**config.mk**
```make
export PLATFORM = sky130hd
export DESIGN_NAME = sbox_d2_share_driver_flat
export DESIGN_NICKNAME = d
export VERILOG_FILES = /design/src/rtl/skinny_mask_pkg.sv /design/src/rtl/sbox_d2_share_driver_if.sv /design/src/rtl/prng_lfsr64_x32.sv /design/src/rtl/sbox_d2_share_driver.sv /design/src/flat_wrapper.sv
export SDC_FILE = /design/constraint.sdc
export NUM_CORES = 1
export LEC_CHECK = 0
export BUFFER_PORTS_ARGS = -buffer_cell sky130_fd_sc_hd__buf_2
export CAP_MARGIN = 20
export CORE_UTILIZATION = 54
export CTS_CLUSTER_DIAMETER = 40
export DETAILED_ROUTE_END_ITERATION = 10
export GPL_ROUTABILITY_DRIVEN = 0
export GPL_TIMING_DRIVEN = 0
export PLACE_DENSITY = 0.8
export SLEW_MARGIN = 15
export SYNTH_ARGS = -nofsm -noshare
export SYNTH_HDL_FRONTEND = slang
export SYNTH_SLANG_ARGS = --single-unit
```
**constraint.sdc**
```tcl
create_clock -name clk -period 2.4 [get_ports clk]
set_input_delay 0.72 -clock clk [delete_from_list [all_inputs] [get_ports clk]]
set_output_delay 0.72 -clock clk [all_outputs]
set_load 0.005 [all_outputs]
```
**src/rtl/skinny_mask_pkg.sv**
```systemverilog
// Shared constants, types and the reference S-box for the 3-share Skinny-64 S-box driver.
package skinny_mask_pkg;

  localparam int unsigned NUM_SHARES = 3;
  localparam int unsigned FRESH_W    = 24;
  localparam int unsigned SBOX_LAT   = 2;
  localparam int unsigned NIB_W      = 4;
  localparam int unsigned MASK_W     = 8;
  localparam int unsigned RND_W      = 32;
  localparam int unsigned LFSR_W     = 64;

  // Fibonacci LFSR taps, feedback shifted into bit 0
  localparam int unsigned TAP_A = 63;
  localparam int unsigned TAP_B = 62;
  localparam int unsigned TAP_C = 60;
  localparam int unsigned TAP_D = 59;

  localparam logic [LFSR_W-1:0] SEED_DEFAULT = 64'h0123_4567_89AB_CDEF;

  typedef enum logic [1:0] {IDLE, BUSY, DONE} state_t;

  // Unmasked Skinny-64 S-box, reference for checking recombined results
  function automatic logic [NIB_W-1:0] skinny_sbox(input logic [NIB_W-1:0] x);
    logic [NIB_W-1:0] y;
    case (x)
      4'h0: y = 4'hC;
      4'h1: y = 4'h6;
      4'h2: y = 4'h9;
      4'h3: y = 4'h0;
      4'h4: y = 4'h1;
      4'h5: y = 4'hA;
      4'h6: y = 4'h2;
      4'h7: y = 4'hB;
      4'h8: y = 4'h3;
      4'h9: y = 4'h8;
      4'hA: y = 4'h5;
      4'hB: y = 4'hD;
      4'hC: y = 4'h4;
      4'hD: y = 4'hE;
      4'hE: y = 4'h7;
      default: y = 4'hF;
    endcase
    return y;
  endfunction

endpackage

```
**src/rtl/sbox_d2_share_driver_if.sv**
```systemverilog
// Handshake, seed and share bus between the share driver and its environment.
interface sbox_d2_share_driver_if;
  import skinny_mask_pkg::*;

  logic                in_valid;
  logic                in_ready;
  logic [NIB_W-1:0]    in_data;
  logic                seed_load;
  logic [LFSR_W-1:0]   seed;
  logic [NIB_W-1:0]    X_s0;
  logic [NIB_W-1:0]    X_s1;
  logic [NIB_W-1:0]    X_s2;
  logic [FRESH_W-1:0]  Fresh;
  logic [NIB_W-1:0]    Y_s0;
  logic [NIB_W-1:0]    Y_s1;
  logic [NIB_W-1:0]    Y_s2;
  logic                out_valid;
  logic                out_ready;
  logic [NIB_W-1:0]    out_data;

  // Driver side
  modport master (
    input  in_valid, in_data, seed_load, seed, Y_s0, Y_s1, Y_s2, out_ready,
    output in_ready, X_s0, X_s1, X_s2, Fresh, out_valid, out_data
  );

  // Environment side: producer, consumer and masked S-box
  modport slave (
    output in_valid, in_data, seed_load, seed, Y_s0, Y_s1, Y_s2, out_ready,
    input  in_ready, X_s0, X_s1, X_s2, Fresh, out_valid, out_data
  );

endinterface

```
**src/rtl/prng_lfsr64_x32.sv**
```systemverilog
// 64-bit Fibonacci LFSR advanced 32 steps per enabled cycle; rnd is the post-advance low word.
module prng_lfsr64_x32
  import skinny_mask_pkg::*;
#(
  parameter logic [LFSR_W-1:0] SEED = SEED_DEFAULT
) (
  input  logic              clk,
  input  logic              rst,
  input  logic              en,
  input  logic              load,
  input  logic [LFSR_W-1:0] seed,
  output logic [RND_W-1:0]  rnd
);

  logic [LFSR_W-1:0] state;
  logic [LFSR_W-1:0] adv;

  // Unrolled 32-step advance of the current state
  always_comb begin
    adv = state;
    for (int i = 0; i < int'(RND_W); i++) begin
      adv = {adv[LFSR_W-2:0], adv[TAP_A] ^ adv[TAP_B] ^ adv[TAP_C] ^ adv[TAP_D]};
    end
  end

  assign rnd = adv[RND_W-1:0];

  // State register; an all-zero seed would lock the LFSR, so it falls back to SEED
  always_ff @(posedge clk) begin
    if (rst) begin
      state <= SEED;
    end else if (load) begin
      state <= (seed == '0) ? SEED : seed;
    end else if (en) begin
      state <= adv;
    end
  end

endmodule

```
**src/rtl/sbox_d2_share_driver.sv**
```systemverilog
// Splits an unmasked nibble into 3 Boolean shares, drives the masked S-box, recombines its output.
module sbox_d2_share_driver
  import skinny_mask_pkg::*;
#(
  parameter int unsigned       SBOX_LATENCY = SBOX_LAT,
  parameter logic [LFSR_W-1:0] SEED         = SEED_DEFAULT
) (
  input  logic                    clk,
  input  logic                    rst,
  sbox_d2_share_driver_if.master  bus
);

  localparam int unsigned CNT_W = (SBOX_LATENCY > 1) ? $clog2(SBOX_LATENCY) : 1;
  localparam logic [CNT_W-1:0] CNT_LAST = CNT_W'(SBOX_LATENCY - 1);

  localparam logic [1:0] ST_IDLE = 2'd0;
  localparam logic [1:0] ST_BUSY = 2'd1;
  localparam logic [1:0] ST_DONE = 2'd2;

  logic [1:0]         state, state_n;
  logic [CNT_W-1:0]   cnt, cnt_n;
  logic [NIB_W-1:0]   x_s0, x_s0_n, x_s1, x_s1_n, x_s2, x_s2_n;
  logic [FRESH_W-1:0] fresh, fresh_n;
  logic               out_valid, out_valid_n;
  logic [NIB_W-1:0]   out_data, out_data_n;
  logic               lfsr_en, lfsr_load, accept;
  logic [RND_W-1:0]   rnd;

  prng_lfsr64_x32 #(.SEED(SEED)) u_prng (
    .clk  (clk),
    .rst  (rst),
    .en   (lfsr_en),
    .load (lfsr_load),
    .seed (bus.seed),
    .rnd  (rnd)
  );

  // Next-state, share and result logic
  always_comb begin
    state_n     = state;
    cnt_n       = cnt;
    x_s0_n      = x_s0;
    x_s1_n      = x_s1;
    x_s2_n      = x_s2;
    fresh_n     = fresh;
    out_valid_n = out_valid;
    out_data_n  = out_data;
    lfsr_en     = 1'b0;
    lfsr_load   = 1'b0;
    accept      = 1'b0;

    case (state)
      ST_IDLE: begin
        if (bus.in_valid) begin
          accept = 1'b1;
        end else if (bus.seed_load) begin
          lfsr_load = 1'b1;
        end
      end
      ST_BUSY: begin
        lfsr_en = 1'b1;
        fresh_n = rnd[RND_W-1:MASK_W];
        cnt_n   = cnt + CNT_W'(1);
        if (cnt == CNT_LAST) begin
          cnt_n       = '0;
          out_data_n  = bus.Y_s0 ^ bus.Y_s1 ^ bus.Y_s2;
          out_valid_n = 1'b1;
          state_n     = ST_DONE;
        end
      end
      ST_DONE: begin
        if (bus.out_ready) begin
          out_valid_n = 1'b0;
          state_n     = ST_IDLE;
          accept      = bus.in_valid;
        end
      end
      default: state_n = ST_IDLE;
    endcase

    // Accept: masks only ever reach X_s1/X_s2; the unmasked nibble is folded into X_s0
    if (accept) begin
      lfsr_en = 1'b1;
      x_s1_n  = rnd[NIB_W-1:0];
      x_s2_n  = rnd[MASK_W-1:NIB_W];
      x_s0_n  = bus.in_data ^ rnd[NIB_W-1:0] ^ rnd[MASK_W-1:NIB_W];
      fresh_n = rnd[RND_W-1:MASK_W];
      cnt_n   = '0;
      state_n = ST_BUSY;
    end
  end

  // State and output registers
  always_ff @(posedge clk) begin
    if (rst) begin
      state     <= ST_IDLE;
      cnt       <= '0;
      x_s0      <= '0;
      x_s1      <= '0;
      x_s2      <= '0;
      fresh     <= '0;
      out_valid <= 1'b0;
      out_data  <= '0;
    end else begin
      state     <= state_n;
      cnt       <= cnt_n;
      x_s0      <= x_s0_n;
      x_s1      <= x_s1_n;
      x_s2      <= x_s2_n;
      fresh     <= fresh_n;
      out_valid <= out_valid_n;
      out_data  <= out_data_n;
    end
  end

  assign bus.in_ready  = (state == ST_IDLE) | ((state == ST_DONE) & bus.out_ready);
  assign bus.X_s0      = x_s0;
  assign bus.X_s1      = x_s1;
  assign bus.X_s2      = x_s2;
  assign bus.Fresh     = fresh;
  assign bus.out_valid = out_valid;
  assign bus.out_data  = out_data;

endmodule

```
**src/flat_wrapper.sv**
```systemverilog
// flat-port wrapper written by rule: the top's interface ports become plain ports
module sbox_d2_share_driver_flat import skinny_mask_pkg::*;
#(
  parameter int unsigned       SBOX_LATENCY = SBOX_LAT,
  parameter logic [LFSR_W-1:0] SEED         = SEED_DEFAULT
)
  (clk, rst, bus_in_valid, bus_in_data, bus_seed_load, bus_seed, bus_Y_s0, bus_Y_s1, bus_Y_s2, bus_out_ready, bus_in_ready, bus_X_s0, bus_X_s1, bus_X_s2, bus_Fresh, bus_out_valid, bus_out_data);
  sbox_d2_share_driver_if bus_i ();
  input  logic clk;
  input  logic rst;
  input wire logic [$bits(bus_i.in_valid)-1:0] bus_in_valid;
  input wire logic [$bits(bus_i.in_data)-1:0] bus_in_data;
  input wire logic [$bits(bus_i.seed_load)-1:0] bus_seed_load;
  input wire logic [$bits(bus_i.seed)-1:0] bus_seed;
  input wire logic [$bits(bus_i.Y_s0)-1:0] bus_Y_s0;
  input wire logic [$bits(bus_i.Y_s1)-1:0] bus_Y_s1;
  input wire logic [$bits(bus_i.Y_s2)-1:0] bus_Y_s2;
  input wire logic [$bits(bus_i.out_ready)-1:0] bus_out_ready;
  output wire logic [$bits(bus_i.in_ready)-1:0] bus_in_ready;
  output wire logic [$bits(bus_i.X_s0)-1:0] bus_X_s0;
  output wire logic [$bits(bus_i.X_s1)-1:0] bus_X_s1;
  output wire logic [$bits(bus_i.X_s2)-1:0] bus_X_s2;
  output wire logic [$bits(bus_i.Fresh)-1:0] bus_Fresh;
  output wire logic [$bits(bus_i.out_valid)-1:0] bus_out_valid;
  output wire logic [$bits(bus_i.out_data)-1:0] bus_out_data;
  assign bus_i.in_valid = bus_in_valid;
  assign bus_i.in_data = bus_in_data;
  assign bus_i.seed_load = bus_seed_load;
  assign bus_i.seed = bus_seed;
  assign bus_i.Y_s0 = bus_Y_s0;
  assign bus_i.Y_s1 = bus_Y_s1;
  assign bus_i.Y_s2 = bus_Y_s2;
  assign bus_i.out_ready = bus_out_ready;
  assign bus_in_ready = bus_i.in_ready;
  assign bus_X_s0 = bus_i.X_s0;
  assign bus_X_s1 = bus_i.X_s1;
  assign bus_X_s2 = bus_i.X_s2;
  assign bus_Fresh = bus_i.Fresh;
  assign bus_out_valid = bus_i.out_valid;
  assign bus_out_data = bus_i.out_data;
  sbox_d2_share_driver #(.SBOX_LATENCY(SBOX_LATENCY), .SEED(SEED)) u_core (.clk(clk), .rst(rst), .bus(bus_i));
endmodule
```
==> results of run 1 <==
-- per-layer routing --
metal  GRT usage, %  part of all wire [%]  vias up
met3           6.31                    11       64
met4           17.9                   3.8        0
li1               -                     -     2464
met5              0                     0        -
met1           44.0                    40     2495
met2           54.6                    45      377
-- sequential cells by signal (all words and copies together) (netlist names) --
| signal | count |
|---|---|
| u_core.u_prng.state | 64 |
| u_core.bus.Fresh | 24 |
| u_core.bus.X_s0 | 4 |
| u_core.bus.X_s1 | 4 |
| u_core.bus.X_s2 | 4 |
| u_core.bus.out_data | 4 |
| u_core.state | 2 |
| u_core.bus.out_valid | 1 |
| u_core.cnt | 1 |
-- kinds of logic after synthesis --
logic type	after synthesis	share of synthesized area, %
AOI/OAI and AO/OA	136	17.2
DFF	108	41.2
buffers and inverters	47	5.10
xor gates and xnor gates	80	14.4
and+or+nand+nor	255	22.0
-- worst min-delay path, cell delays in order (launching register included) --
cell	delay, ns
dfxtp_1	0.32
nand2_1	0.05
a21oi_1	0.05
-- area by class of cell --
cell class                 count  area (µm²)
buffer                        46         264
clock buffer                  10         138
clock inverter                 6        71.3
fill                         810        3080
inverter                       1        3.75
multi-input combinational    471        2820
sequential                   108        2160
tap                          129         161
timing repair buffer         126         633
-- cells in the mapped netlist (all sizes together) --
cell type  instances  area share (%)
and2               1            0.12
nor4b              1            0.29
xnor2             62              10
a21o              13             1.9
nand3             31             3.0
xor2              14             2.3
clkbuf            14             1.0
nor3               8            0.76
a211oi             9             1.3
or2                1            0.12
nand4              4            0.48
nor2              58             4.2
a31oi             22             2.6
nor2b              1            0.12
a311oi            20             3.3
bufbuf             1            0.36
or3               12             1.4
nor4              17             2.3
nand2b             3            0.36
buf               31             3.7
a2111oi            4            0.74
a21oi             34             3.2
dfxtp            108              41
o22ai              1            0.12
o21ai             21             2.0
o211ai             4            0.57
nand3b             7             1.0
xnor3              4             1.7
nand2            111             7.9
o21a               4            0.57
inv                1           0.071
o221a              4            0.86
-- path summary, 6_finish.rpt --
check / from / to / cells after the start
setup / recovery: bus_seed[4] / u_core.u_prng.state[6]$_SDFFE_PP1P_ / 8
hold / removal: u_core.bus.Fresh[2]$_SDFFE_PP0P_ / u_core.bus.Fresh[2]$_SDFFE_PP0P_ / 2
setup reg to reg: u_core.state[0]$_SDFFE_PP0P_ / u_core.u_prng.state[31]$_SDFFE_PP1P_ / 6
hold reg to reg: u_core.bus.Fresh[2]$_SDFFE_PP0P_ / u_core.bus.Fresh[2]$_SDFFE_PP0P_ / 2
-- per-stage QoR --
| stage | instance area (µm²) | hold WS [ns] | worst slack (ns) | std cells | total power [mW] |
|---|---|---|---|---|---|
| after floorplan | 5250 | 0.448 | 0.434 | 626 | 3.43 |
| after global placement | 6030 | 0.439 | -0.105 | 880 | 3.91 |
| after detailed placement | 6030 | 0.446 | -0.154 | 880 | 3.96 |
| after CTS | 6240 | 0.460 | 0.217 | 896 | 5.11 |
| after global routing | 6250 | 0.484 | 0.0194 | 897 | 5.39 |
| final | 6250 | 0.460 | 0.0512 | 897 | 5.16 |
-- where the power goes --
part	internal [mW]	total [mW]	switching (mW)
logic	0.762	1.65	0.884
clock network	0.523	1.19	0.662
registers	2.10	2.33	0.233
total	3.38	5.16	1.78
==> results.py, run 1 <==
metrics = {
    "route": {
        "drt_iter0_markers": 593,
        "wl_per_cell_um": 19.2,
        "via_per_inst": 6.02,
        "drt-pass1-iter-count": 7,
        "ant_nets": 0,
        "route.detailed.drc": 0,
        "wl_um": 17200,
        "vias": 5400,
    },
    "placement": {
        "port_buffers": 125,
        "hpwl_um": 12500,
    },
    "final_layout": {
        "finalCoreUtilization_pct": 67.0,
        "layout_commonest_cell": "buf_2",
        "area_growth_pct": 19.1,
        "antenna_cells": 0,
        "drive_gt1_share_pct": 23.0,
        "layout_common_cells": "148 x buf_2, 111 x nand2_1, 108 x dfxtp_1, 62 x xnor2_1, 58 x nor2_1",
        "nets": 848,
    },
    "critical_path": {
        "worstPathRequired_ns": 2.70,
        "end_kind": "flip-flop",
        "path_buf_inv": 3,
        "cpMaxStageDelayCell": "nor4_1",
        "cp_cell_sequence": "buf_2 > nor4_1 > nand4_1 > nor4_4 > buf_6 > buf_12 > o21ai_1 > o211ai_1",
        "critical_path_class": "in2reg",
        "start_kind": "primary input",
        "critPathTopFamily": "simple AND/OR/NAND/NOR gates",
        "crit_arrival_ns": 2.65,
        "reg2reg_slack_ns": 0.41,
        "crit_fanout": 10,
        "critPathMaxStageDelay_ns": 0.63,
    },
    "synthesis": {
        "yosysSeqAreaShare_pct": 41.2,
        "ys_ff_latch": 108,
        "yosys_warnings": 0,
        "syn_inst": 626,
        "netlist_area_mm2": 0.00525,
        "avgSynthCellArea_um2": 8.38,
        "synth_cell_type_count": 39,
        "synthesis.nets": 711,
    },
    "timing": {
        "tightest_slew_ns": 0.720,
        "fin_crit_ns": 2.35,
        "finalSetupViolCount": 0,
        "rsz0062_at_grt": "no",
        "timing.final.crit_share_pct": 97.9,
        "clock_skew_ns": 0.0166,
        "slew_headroom_pct": 52.0,
        "drv_slew": 0,
        "fmax_mhz": 426,
        "fin_setup_tns_ns": 0,
        "finalHoldViolCount": 0,
    },
    "cts": {
        "cts_hold_buffers": 0,
        "path_clk_slew_ns": 0.10,
        "cts_buffers": 9,
        "clk_latency_ns": 0.38,
        "clock-sinks": 108,
        "postCtsSetupRepairBufs": 0,
        "htreeDepth": 3,
        "clockBufferDepth": 2,
        "cts_tree": "done",
        "clockRootBuffer": "clkbuf_8",
        "cts_resized": 0,
    },
    "global_route": {
        "grt-ovfl-total": 0,
        "grt_max_degree": 19,
        "grt_pass1_vias": 5157,
        "grt_pass1_wl_um": 26100,
        "antenna_found_initial": 0,
        "grt_usage_pct": 34.2,
    },
    "floorplanning": {
        "dieArea_mm2": 0.0101,
        "fp.coreArea_mm2": 0.00933,
        "chipWidth_um": 101,
        "die_h_um": 101,
        "initial_core_util_pct": 56.2,
        "rows": 35,
        "io_pins": 127,
    },
    "run_status": {
        "outcome": "complete, no violations",
    },
    "power_and_ir_drop": {
        "p_leak_nw": 2.63,
        "ir_drop_uv": 396,
        "powerDensity_mw_per_mm2": 826,
    },
    "flow_run": {
        "cap_violations": 0,
    },
    "hold_path": {
        "hold_class": "reg2reg",
    },
}
Power figures use the tool's default switching activity.
==> run 2: changes to the inputs <==
--- a/config.mk
+++ b/config.mk
@@ -7,13 +7,16 @@
 export LEC_CHECK = 0
 export BUFFER_PORTS_ARGS = -buffer_cell sky130_fd_sc_hd__buf_2
 export CAP_MARGIN = 20
+export CORE_MARGIN = 1.5
 export CORE_UTILIZATION = 54
 export CTS_CLUSTER_DIAMETER = 40
 export DETAILED_ROUTE_END_ITERATION = 10
 export GPL_ROUTABILITY_DRIVEN = 0
 export GPL_TIMING_DRIVEN = 0
 export PLACE_DENSITY = 0.8
+export REMOVE_ABC_BUFFERS = 1
 export SLEW_MARGIN = 15
 export SYNTH_ARGS = -nofsm -noshare
 export SYNTH_HDL_FRONTEND = slang
+export SYNTH_HIERARCHICAL = 1
 export SYNTH_SLANG_ARGS = --single-unit
==> results.py, run 2 <==
metrics = {
    "timing": {
        "slew_headroom_pct": 42.9,
        "finalSetupViolCount": 0,
        "setup_slack_ns": 0.0967,
        "timing.final.crit_share_pct": 96.0,
        "holdWs_ns": 0.457,
        "fin_setup_tns_ns": 0,
        "clock_skew_ns": 0.0158,
        "finalHoldViolCount": 0,
        "drv_slew": 0,
        "fmax_mhz": 434,
        "rsz0062_at_grt": "no",
        "fin_crit_ns": 2.30,
        "tightest_slew_ns": 0.856,
    },
    "final_layout": {
        "layout_commonest_cell": "buf_2",
        "layout_common_cells": "129 x buf_2, 111 x a21oi_1, 107 x dfxtp_1, 67 x xnor2_1, 63 x nand2_1",
        "nets": 833,
        "area_growth_pct": 18.8,
        "top_register": "u_core/u_prng/state",
        "antenna_cells": 0,
        "fillers": 856,
        "drive_gt1_share_pct": 24.5,
        "largest_register_ffs": 64,
        "finalCoreUtilization_pct": 66.9,
    },
    "critical_path": {
        "reg2reg_from": "u_core/state[1]$_SDFFE_PP0P_",
        "cpMaxStageDelayCell": "or4_4",
        "cp_cell_sequence": "buf_2 > nor4_1 > nand4_1 > or4_4 > a22oi_1",
        "ff2ff_path_depth": 10,
        "reg2reg_slack_ns": 0.14,
        "critPathCapture": "u_core/u_prng/state[33]$_SDFFE_PP1P_",
        "reg2reg_to": "u_core/u_prng/state[14]$_SDFFE_PP1P_",
        "critPathMaxStageDelay_ns": 0.79,
        "crit_arrival_ns": 2.60,
        "critical_path_class": "in2reg",
        "start_kind": "primary input",
        "crit_fanout": 32,
        "end_kind": "flip-flop",
        "crit_start": "bus_seed[15]",
        "worstPathRequired_ns": 2.69,
    },
    "route": {
        "vias": 4975,
        "drt_iter0_markers": 317,
        "wl_per_cell_um": 16.2,
        "via_per_inst": 5.62,
        "drt-pass1-iter-count": 5,
        "wl_um": 14300,
        "route.detailed.drc": 0,
        "ant_nets": 0,
    },
    "run_status": {
        "outcome": "complete, no violations",
    },
    "synthesis": {
        "avgSynthCellArea_um2": 8.67,
        "netlist_area_mm2": 0.00555,
        "synth_most_common_cell": "a21oi_1",
        "synthFlopType": "dfxtp_1",
        "postSynth.asyncResetShare_pct": 0,
        "yosys_warnings": 6,
        "yosysSeqAreaShare_pct": 38.9,
        "yosysTopAreaCellShare_pct": 38.9,
        "synthTopCellsByArea": "dfxtp_1 39%, xnor2_1 11%, a21oi_1 10%",
        "synth_area_leader_cell": "dfxtp_1",
        "synth_cell_type_count": 30,
        "syn_inst": 640,
        "synth_commonest_cells": "111 x a21oi_1, 108 x dfxtp_1, 67 x xnor2_1",
        "ys_ff_latch": 108,
        "synth_edf_count": 0,
    },
    "floorplanning": {
        "rows": 36,
        "fp.coreArea_mm2": 0.00986,
        "dieArea_mm2": 0.0109,
        "initial_core_util_pct": 56.3,
        "die_h_um": 104,
        "chipWidth_um": 104,
        "io_pins": 127,
    },
    "cts": {
        "htreeDepth": 3,
        "clockRootBuffer": "clkbuf_8",
        "cts_tree": "done",
        "cts_buffers": 9,
        "clk_latency_ns": 0.38,
        "cts_hold_buffers": 0,
        "clock-sinks": 108,
        "clockBufferDepth": 2,
        "path_clk_slew_ns": 0.10,
    },
    "hold_path": {
        "min_from": "u_core/bus.Fresh[8]$_SDFFE_PP0P_",
        "hold_class": "reg2reg",
    },
    "power_and_ir_drop": {
        "powerDensity_mw_per_mm2": 838,
        "p_leak_nw": 2.82,
        "ir_drop_uv": 361,
    },
    "global_route": {
        "grt_max_degree": 91,
        "grt_usage_pct": 25.9,
        "grt_pass1_vias": 4774,
        "grt_pass1_wl_um": 23100,
        "antenna_found_initial": 0,
        "grt-ovfl-total": 0,
    },
    "placement": {
        "hpwl_um": 9500,
        "post-place-ws_ns": -1.29,
        "port_buffers": 126,
    },
    "flow_run": {
        "cap_violations": 0,
    },
}
==> run 2: cell types whose count changed in the layout (fill, tap and decap cells not counted), sizes merged, moves of 20 or more <==
cell and change:
o21ai -20, a211o +20, mux2i +48, a31oi -22, nand3 -31, nand2 -48, nor3b +33, a21oi +77
a311oi -20
==> run 2: kinds of logic after synthesis <==
family | Yosys count | share of synthesized area, %
compound gates | 157 | 17.3
xor+xnor | 90 | 14.2
buf+inv | 52 | 4.53
flops | 108 | 38.9
mux | 48 | 8.65
simple gates | 185 | 16.4
==> run 2: report_power, final <==
group / internal, mW / switching (mW) / total [mW]
combinational: 0.896 / 0.997 / 1.89
sequential: 2.13 / 0.237 / 2.37
clock: 0.638 / 0.629 / 1.27
==> run 2: repair_timing <==
item / 4_1_cts / 5_1_grt
endpoints found under the hold margin: 0 / 0
gates cloned: 1 / 0
pin swaps: 2 / 2
setup endpoints to repair: 81 / 29
gates resized for setup: 10 / 5
setup buffers: 5 / 2
==> run 2: worst min-delay path by stage <==
| stage | to | cells after the start | slack (ns) |
|---|---|---|---|
| global placement | u_core/bus.Fresh[3]$_SDFFE_PP0P_ | 2 | 0.44 |
| floorplan | u_core/bus.Fresh[0]$_SDFFE_PP0P_ | 2 | 0.45 |
| detailed placement | u_core/bus.Fresh[11]$_SDFFE_PP0P_ | 2 | 0.44 |
| finish | u_core/bus.Fresh[8]$_SDFFE_PP0P_ | 2 | 0.46 |
| CTS | u_core/bus.Fresh[11]$_SDFFE_PP0P_ | 2 | 0.46 |
| global route | u_core/bus.Fresh[11]$_SDFFE_PP0P_ | 2 | 0.48 |
==> run 2: metrics by stage <==
| stage | power (mW) | std cells | instance area (µm²) |
|---|---|---|---|
| final | 5.53 | 885 | 6600 |
| after floorplan | 3.67 | 590 | 5310 |
| after global placement | 4.17 | 849 | 6110 |
| after CTS | 5.51 | 883 | 6550 |
| after detailed placement | 4.22 | 862 | 6230 |
| after global routing | 5.83 | 885 | 6600 |
==> run 2: layout make-up <==
type                            instances  area [µm²]  share of cell area (%)
Multi-Input combinational cell        481        3200                    48.5
Clock buffer                           11         151                    2.29
Inverter                                2        33.8                   0.512
Sequential cell                       108        2160                    32.8
Timing Repair Buffer                  146         813                    12.3
Tap cell                              133         166                    2.52
Clock inverter                          4        72.6                    1.10
==> run 2: critical path, delay by kind of cell <==
kind	cells	cell delay [ns]
buffers and inverters	1	0.11
and+or+nand+nor	3	1.51
AOI/OAI and AO/OA	1	0.26
==> run 2: layer usage <==
| layer | part of all wire, % | global-route usage [%] | routed length (µm) | vias to the layer above |
|---|---|---|---|---|
| met5 | 0 | 0 | 0 | - |
| met4 | 2.1 | 11.4 | 299 | 0 |
| met3 | 4.8 | 2.88 | 682 | 24 |
| met2 | 48 | 42.1 | 6910 | 170 |
| met1 | 45 | 34.6 | 6430 | 2347 |
| li1 | - | - | - | 2434 |
